## src/rtl/fpusb_pkg.sv

```systemverilog
// Shared constants for the USB result path.
package fpusb_pkg;

  localparam int unsigned BYTE_W     = 8;
  localparam int unsigned WORD_BYTES = 4;

endpackage

```

## src/rtl/tx_fifo_ram.sv

```systemverilog
// Byte storage for tx_byte_fifo: synchronous write port, asynchronous read port.
module tx_fifo_ram
  import fpusb_pkg::*;
#(
  parameter int unsigned DEPTH = 16,
  parameter int unsigned AW    = $clog2(DEPTH)
) (
  input  logic              clk_pll,
  input  logic              we,
  input  logic [AW-1:0]     waddr,
  input  logic [BYTE_W-1:0] wdata,
  input  logic [AW-1:0]     raddr,
  output logic [BYTE_W-1:0] rdata
);

  logic [BYTE_W-1:0] mem [DEPTH];

  always_ff @(posedge clk_pll) begin
    if (we) begin
      mem[waddr] <= wdata;
    end
  end

  assign rdata = mem[raddr];

endmodule

```

## src/rtl/tx_byte_fifo.sv

```systemverilog
// First-word-fall-through byte FIFO between the word unpacker and the USB transmit side.
// word_space tells the result source whether a whole 32-bit result still fits.
module tx_byte_fifo
  import fpusb_pkg::*;
#(
  parameter int unsigned DEPTH = 16,
  parameter int unsigned AW    = $clog2(DEPTH)
) (
  input  logic              clk_pll,
  input  logic              reset_n,
  input  logic              FIFO_push_data,
  input  logic [BYTE_W-1:0] FIFO_input_data,
  input  logic              pop,
  output logic [BYTE_W-1:0] out_data,
  output logic              empty,
  output logic              full,
  output logic [AW:0]       count,
  output logic              word_space,
  output logic              overflow,
  input  logic              clear_overflow
);

  localparam logic [AW:0] FullCount = (AW+1)'(DEPTH);
  localparam logic [AW:0] WordLimit = (AW+1)'(DEPTH - WORD_BYTES);

  logic [AW-1:0]     wr_ptr_q, wr_ptr_d;
  logic [AW-1:0]     rd_ptr_q, rd_ptr_d;
  logic [AW:0]       count_q, count_d;
  logic              overflow_q, overflow_d;
  logic              push_ok, pop_ok, push_drop;
  logic [BYTE_W-1:0] ram_rdata;

  assign empty      = (count_q == '0);
  assign full       = (count_q == FullCount);
  assign word_space = (count_q <= WordLimit);
  assign count      = count_q;
  assign overflow   = overflow_q;

  // A pop frees the slot the push needs, so a full FIFO still accepts push+pop.
  assign pop_ok    = pop && !empty;
  assign push_ok   = FIFO_push_data && (!full || pop_ok);
  assign push_drop = FIFO_push_data && !push_ok;

  always_comb begin
    wr_ptr_d   = wr_ptr_q;
    rd_ptr_d   = rd_ptr_q;
    count_d    = count_q;
    overflow_d = overflow_q;

    if (push_ok) begin
      wr_ptr_d = wr_ptr_q + 1'b1;
    end
    if (pop_ok) begin
      rd_ptr_d = rd_ptr_q + 1'b1;
    end

    unique case ({push_ok, pop_ok})
      2'b10:   count_d = count_q + 1'b1;
      2'b01:   count_d = count_q - 1'b1;
      default: count_d = count_q;
    endcase

    if (push_drop) begin
      overflow_d = 1'b1;
    end else if (clear_overflow) begin
      overflow_d = 1'b0;
    end
  end

  always_ff @(posedge clk_pll) begin
    if (!reset_n) begin
      wr_ptr_q   <= '0;
      rd_ptr_q   <= '0;
      count_q    <= '0;
      overflow_q <= 1'b0;
    end else begin
      wr_ptr_q   <= wr_ptr_d;
      rd_ptr_q   <= rd_ptr_d;
      count_q    <= count_d;
      overflow_q <= overflow_d;
    end
  end

  tx_fifo_ram #(
    .DEPTH (DEPTH),
    .AW    (AW)
  ) u_ram (
    .clk_pll (clk_pll),
    .we      (push_ok && reset_n),
    .waddr   (wr_ptr_q),
    .wdata   (FIFO_input_data),
    .raddr   (rd_ptr_q),
    .rdata   (ram_rdata)
  );

  assign out_data = empty ? '0 : ram_rdata;

endmodule

```

## config.mk

```make
export PLATFORM = sky130hd
export DESIGN_NAME = tx_byte_fifo
export DESIGN_NICKNAME = d
export VERILOG_FILES = /design/src/rtl/fpusb_pkg.sv /design/src/rtl/tx_fifo_ram.sv /design/src/rtl/tx_byte_fifo.sv
export SDC_FILE = /design/constraint.sdc
export NUM_CORES = 1
export LEC_CHECK = 0
export ABC_AREA = 0
export CAP_MARGIN = 15
export CORE_ASPECT_RATIO = 1.5
export CORE_MARGIN = 3
export CORE_UTILIZATION = 39
export DETAILED_ROUTE_END_ITERATION = 7
export HOLD_SLACK_MARGIN = 0.1
export PLACE_DENSITY = 0.59
export SLEW_MARGIN = 10
export SYNTH_ARGS = -nofsm -noshare
export SYNTH_HDL_FRONTEND = slang
export SYNTH_SLANG_ARGS = --single-unit
```

## constraint.sdc

```tcl
create_clock -name clk_pll -period 3.6 [get_ports clk_pll]
set_input_delay 0.72 -clock clk_pll [delete_from_list [all_inputs] [get_ports clk_pll]]
set_output_delay 0.72 -clock clk_pll [all_outputs]
set_load 0.01 [all_outputs]
```

# After elaboration in Yosys (flattened, before gate mapping)

Memory sizes are Yosys's and may differ from the RTL's. A register that Yosys moved wholly into a read port is not among the register bits.
Cells that the tools add are included.

Memories: 1
Register bits after elaboration: 14
Bits of input ports: 13
Bits in writable memories: 128

Mux-type cells: 8
Magnitude comparators: 1
Equality and inequality tests: 3
Reduce and logical (&&, ||, !) cells: 11
$add $sub $neg: 4

Memories:

| memory    | words | bits a word | read ports | clocked after Yosys merged registers in | write ports | line              | text |
|---|---|---|---|---|---|---|---|
| u_ram.mem | 16    | 8           | 1          | 1                                       | 1           | tx_fifo_ram.sv:16 | `logic [BYTE_W-1:0] mem [DEPTH];` |

Operators with widths:

| kind                | number |
|---|---|
| $pmux 5 s2          | 1 |
| $add 4x1->4 const B | 2 |
| $mux 4              | 2 |
| $mux 8              | 1 |
| $add 5x1->5 const B | 1 |
| $eq 5x5->1 const B  | 1 |
| $le 5x4->1 const B  | 1 |
| $logic_not 5->1     | 1 |
| $sub 5x1->5 const B | 1 |
| $logic_and 1x1->1   | 4 |
| $mux 1              | 4 |
| $reduce_bool 2->1   | 2 |
| $logic_not 1->1     | 3 |
| $eq 2x1->1 const B  | 1 |
| $eq 2x2->1 const B  | 1 |
| $logic_or 1x1->1    | 1 |

# Depth between registers and ports, before layout

Word-level depth: 8
Depth in mapped cells: 9
Mapped depth without buffers: 8

# Hierarchy

Synthesis repeated with hierarchy kept, for this count alone.

Cell total of the unflattened synthesis: 316
Area, all modules: 5796.8 sq um

Modules (own cells, without submodules):

| module       | cells an instance | instances | area each (sq um) |
|---|---|---|---|
| tx_fifo_ram  | 221               | 1         | 4987.3 |
| tx_byte_fifo | 95                | 1         | 809.5 |

# Worst setup path before layout

No wires, ideal clock.

Path type: flip-flop to flip-flop
Start: register count_q[0], in the netlist count[0]
End: register count_q[4], in the netlist count[4]
Stages on the path, launching flop included: 10
Required time: 3.466 ns
Buffers on the path: 1
Setup time: 0.134 ns
Arrival time: 2.413 ns
Period minus slack after synthesis: 2.548 ns
Setup slack: 1.052 ns
Path through: dfxtp_1 -> or4_1 -> buf_2 -> o21ai_2 -> inv_2 -> ha_1 -> nand2b_1 -> a21oi_1 -> and4_1 -> or4_1

Longest elaborated chain between the ends: 7
Elaborated cells on any way between the ends: 13

Ends and longest elaborated chain:

| item                                                   | line               | text |
|---|---|---|
| from (decl)                                            | tx_byte_fifo.sv:28 | `logic [AW:0] count_q, count_d;` |
| from (signal assigned)                                 | tx_byte_fifo.sv:79 | `count_q <= count_d;` |
| $logic_not 5->1                                        | tx_byte_fifo.sv:33 | `assign empty = (count_q == '0);` |
| $logic_not 1->1                                        | tx_byte_fifo.sv:40 | `assign pop_ok = pop && !empty;` |
| $logic_and 1x1->1                                      | tx_byte_fifo.sv:40 |  |
| $logic_or 1x1->1                                       | tx_byte_fifo.sv:41 | `assign push_ok = FIFO_push_data && (!full \|\| pop_ok);` |
| $logic_and 1x1->1                                      | tx_byte_fifo.sv:41 |  |
| $eq 2x1->1 / $eq 2x2->1 (equally long branches)        | tx_byte_fifo.sv:57 | `unique case ({push_ok, pop_ok})` |
| $pmux 5 s2 / $reduce_bool 2->1 (equally long branches) | -                  |  |

Parallel ways exist; a longest one is shown, timed or not.
A chain may end at the register's enable or synchronous reset.

==> summary.txt <==
Routing
  – Routed vias: roughly 3100
  – Routed wirelength normalized by instance count: between 15 and 20 um
  – Routed via count divided by cell count: slightly above 5
  – Total detailed-routing wirelength: between 10000 and 15000 um
  – Remaining number of nets flagged by the antenna check after routing: 0
  – Initial detailed-routing violation count: about 200
  – Number of detailed-route iterations in the first pass: 4
  – # DRC: 0

Layout
  – Area of combinational cells with multiple inputs: 1660 um^2
  – Most common cell after layout, fill and taps aside: sky130_fd_sc_hd__edfxtp_1
  – Synth-to-layout area growth: 20.3%
  – Leading cell types in the layout, fill and taps excluded: sky130_fd_sc_hd__edfxtp_1 (128), sky130_fd_sc_hd__mux4_2 (32), sky130_fd_sc_hd__clkdlybuf4s50_1 (29), sky130_fd_sc_hd__nor2_1 (23), sky130_fd_sc_hd__buf_4 (23)
  – Net total in the final layout: approximately 420
  – Post-route cell area: around 7200 um^2
  – Fraction of final layout cells with drive strength greater than 1: between 20% and 30%
  – Register area: approximately 4200 um^2
  – Count of fill cells added during filler insertion: approximately 1200
  – Antenna diode count: 0

Power and ir drop
  – Maximum ir drop on the vdd rail: just under 0.4 mV
  – Reg power frac: ~43%
  – Combinational fraction of design power: 23.1%
  – Power density normalized to cell area: around 650 nW/um^2
  – Lkg Pwr: roughly 2.3 nW
  – NetSw: about 1.3 mW
  – Cell internal pwr: 3.34 mW
  – Total Power Consumption: roughly 4.7 mW
  – Switching power as a share of total power: 28.3%
  – Fraction of power consumed by the clock network: between 30% and 40%

Setup path
  – Number of cells traversed by the worst register-to-register path: 8
  – Crit-path most repeated cell: sky130_fd_sc_hd__a211oi_1
  – Arrival time at the worst endpoint: 2540 ps
  – Crit path kind: reg2out
  – Slowest stage delay, CP: ~540 ps
  – Worst Path Required: between 2000 and 3000 ps
  – Critical-path cell with the highest stage delay: sky130_fd_sc_hd__clkdlybuf4s50_1
  – Maximum fanout count along the critical path: 16
  – Nature of the critical path startpoint: register
  – Cell-by-cell trace of the critical path: buf_4, mux4_2, a211oi_1, a211oi_1, clkdlybuf4s50_1
  – Nature of the critical path endpoint: primary output
  – Worst flop-to-flop path startpoint: count[0]

Logic synthesis
  – Warnings from Yosys: 0
  – Mapped cell area: 5980 um^2
  – Number of enable-type register cells in the synthesized netlist: 128
  – Share of the yosys chip area belonging to registers: about 70%
  – Main combinational cell family by area after synthesis: multiplexers
  – Count of state elements after synthesis: 146
  – Main synth FF type: sky130_fd_sc_hd__edfxtp_1
  – Area share of and/or/nand/nor cells after synthesis: 6.23%
  – Compound-gate portion of the synthesized area: 4.31%
  – Share of synthesized cell area in full adder, half adder and majority cells: under 10%
  – Area contributors post-synth: sky130_fd_sc_hd__edfxtp_1 (64%), sky130_fd_sc_hd__mux4_2 (12%), sky130_fd_sc_hd__dfxtp_1 (6.0%)
  – Share of synthesized area spent on multiplexers: 14.6%
  – Average instance area after synthesis: 17.5 um^2
  – Instance count of the mapped netlist: 341
  – Synthesized-area fraction occupied by xor and xnor cells: less than 1%
  – Count of different cell masters after synthesis: 38
  – Share of the synthesized area in the top cell type: between 60% and 70%
  – Syn Nets: between 300 and 400
  – Leading area contributor after synthesis: sky130_fd_sc_hd__edfxtp_1
  – Share of synthesized flip-flops with an asynchronous set or reset: 0%

Status
  – Run status: finished clean

Floorplanning
  – Height of the chip: approximately 160 um
  – Placeable core region: 14800 um^2
  – Placement Rows: 54
  – I/O pins: 30
  – Effective utilization at floorplan: 40.4%
  – Die area: approximately 17000 um^2
  – DIE WIDTH: around 110 um

Clocking
  – Clk sinks: ~150
  – CTS buffer count: 17
  – # H-tree levels: 4
  – Root Buffer Master: sky130_fd_sc_hd__clkbuf_16
  – Number of buffers on the longest clock path: 2
  – Clock tree from TritonCTS: built
  – Clock-pin transition on the worst setup and hold timing paths: 60 ps
  – Clock latency at the later pin of the worst-skew pair: just over 400 ps
  – Postcts setup bufs: 0

Placed design
  – Placer congestion estimate: 0.796
  – Post-DP HPWL: 7790 um
  – Number of buffer cells added on primary ports: 29
  – Placed Instance Area: 6640 um^2

Worst hold path
  – Startpoint of the worst hold path: wr_ptr_q[1]
  – Type of the most critical hold path: reg2reg
  – Worst hold stages: 2

STA
  – Final setup fails: 0
  – Final hold viol count: 0
  – Maximum clock skew at final layout: 5.23 ps
  – Final TNS setup: 0 ps
  – Unrepaired setup endpoints after global routing: no
  – Slew Limit Fails: 0
  – Final worst-path cycle share: roughly nine tenths
  – Headroom to the max-slew limit: 55.9%
  – Final critical-path required period: 3260 ps
  – Minimum hold slack: between 500 and 600 ps
  – Least-Margin Pin Slew: around 660 ps
  – Fmax: ~310 MHz

Global route
  – Vias in the first global route: roughly 3400
  – Remaining global-route overflow: 0
  – First-pass GRT wire length: roughly 19000 um
  – Pin count of the biggest net entering global routing: 33
  – Antenna violations before repair: 0
  – GRT Util Overall: 15.1%

Flow run
  – Count of maximum capacitance violations: 0
==> per-layer routing <==
layer | up-vias | wire [um] | global-route usage, %
li1 | 1458 | - | -
met1 | 1606 | 4850 | 18.3
met2 | 54 | 6270 | 26.1
met3 | 11 | 287 | 3.35
met4 | 0 | 159 | 5.97
met5 | - | 0 | 0
==> cell usage after synthesis (all sizes together), types with 5 or more instances <==
library cell and n:
inv 9, nor2 23, ha 8, nand3 5, nand2 12, mux2i 15, clkbuf 7, mux4 32
a211oi 17, edfxtp 128, buf 12, nor2b 11, o21ai 5, dfxtp 18, and2 5
==> metrics by stage <==
| step | setup WS (ps) | utilization [%] | instances |
|---|---|---|---|
| 2_1_floorplan | 1050 | - | 341 |
| 3_3_place_gp | 458 | 44.9 | 572 |
| 3_5_place_dp | 385 | 44.9 | 572 |
| 4_1_cts | 64.7 | 48.6 | 604 |
| 5_1_grt | 187 | 48.6 | 604 |
| 6_report | 342 | 48.6 | 604 |
==> worst max-delay path: cells and delay by family (launching register included) <==
family | cells | cell delay, ps
AO/OA/AOI/OAI | 2 | 360
buffers and inverters | 2 | 750
flip-flops | 1 | 530
multiplexers | 1 | 490
==> final cells by class <==
| cell class | count | share of cell area (%) |
|---|---|---|
| clock buffers | 17 | 5.91 |
| clock inverters | 15 | 1.72 |
| inverters | 9 | 0.469 |
| multi-input cells | 167 | 23.0 |
| flip-flops and latches | 146 | 58.5 |
| well taps | 196 | 3.41 |
| repair buffers | 54 | 6.99 |
==> sequential cells by signal (all words and copies together) (netlist names), named ones only <==
register   count
u_ram.mem    128
count          5
rd_ptr_q       4
wr_ptr_q       4
overflow       1
==> worst paths after layout <==
check,endpoint,slack (ps)
max,out_data[6],340
min,wr_ptr_q[1],530
max reg2reg,count[4],820
min reg2reg,wr_ptr_q[1],530
==> power groups by stage <==
stage	sequential (mW)	combinational, mW	clock [mW]
final	1.98	1.07	1.60
after global routing	2.00	1.18	1.72
after CTS	1.99	1.10	1.64
after detailed placement	2.02	1.09	0
after global placement	2.02	1.08	0
after floorplan	1.99	0.657	0
==> cell families (layout without fill, tap and decap cells) <==
group / Yosys count / after routing
flip-flops: 146 / 146
AND/OR/NAND/NOR: 73 / 73
multiplexers: 47 / 47
AO/OA/AOI/OAI: 34 / 34
buffers and inverters: 28 / 95
adder cells (fa/ha/maj): 9 / 9
XOR/XNOR: 4 / 4
==> what timing repair did <==
| action | 4_1_cts | 5_1_grt |
|---|---|---|
| endpoints found under the hold margin | 0 | 0 |
| hold buffers | 0 | 0 |
| setup endpoints to repair | 0 | 2 |
| gates resized for setup | 0 | 1 |
Note: power is estimated with default switching activity, not from simulation.
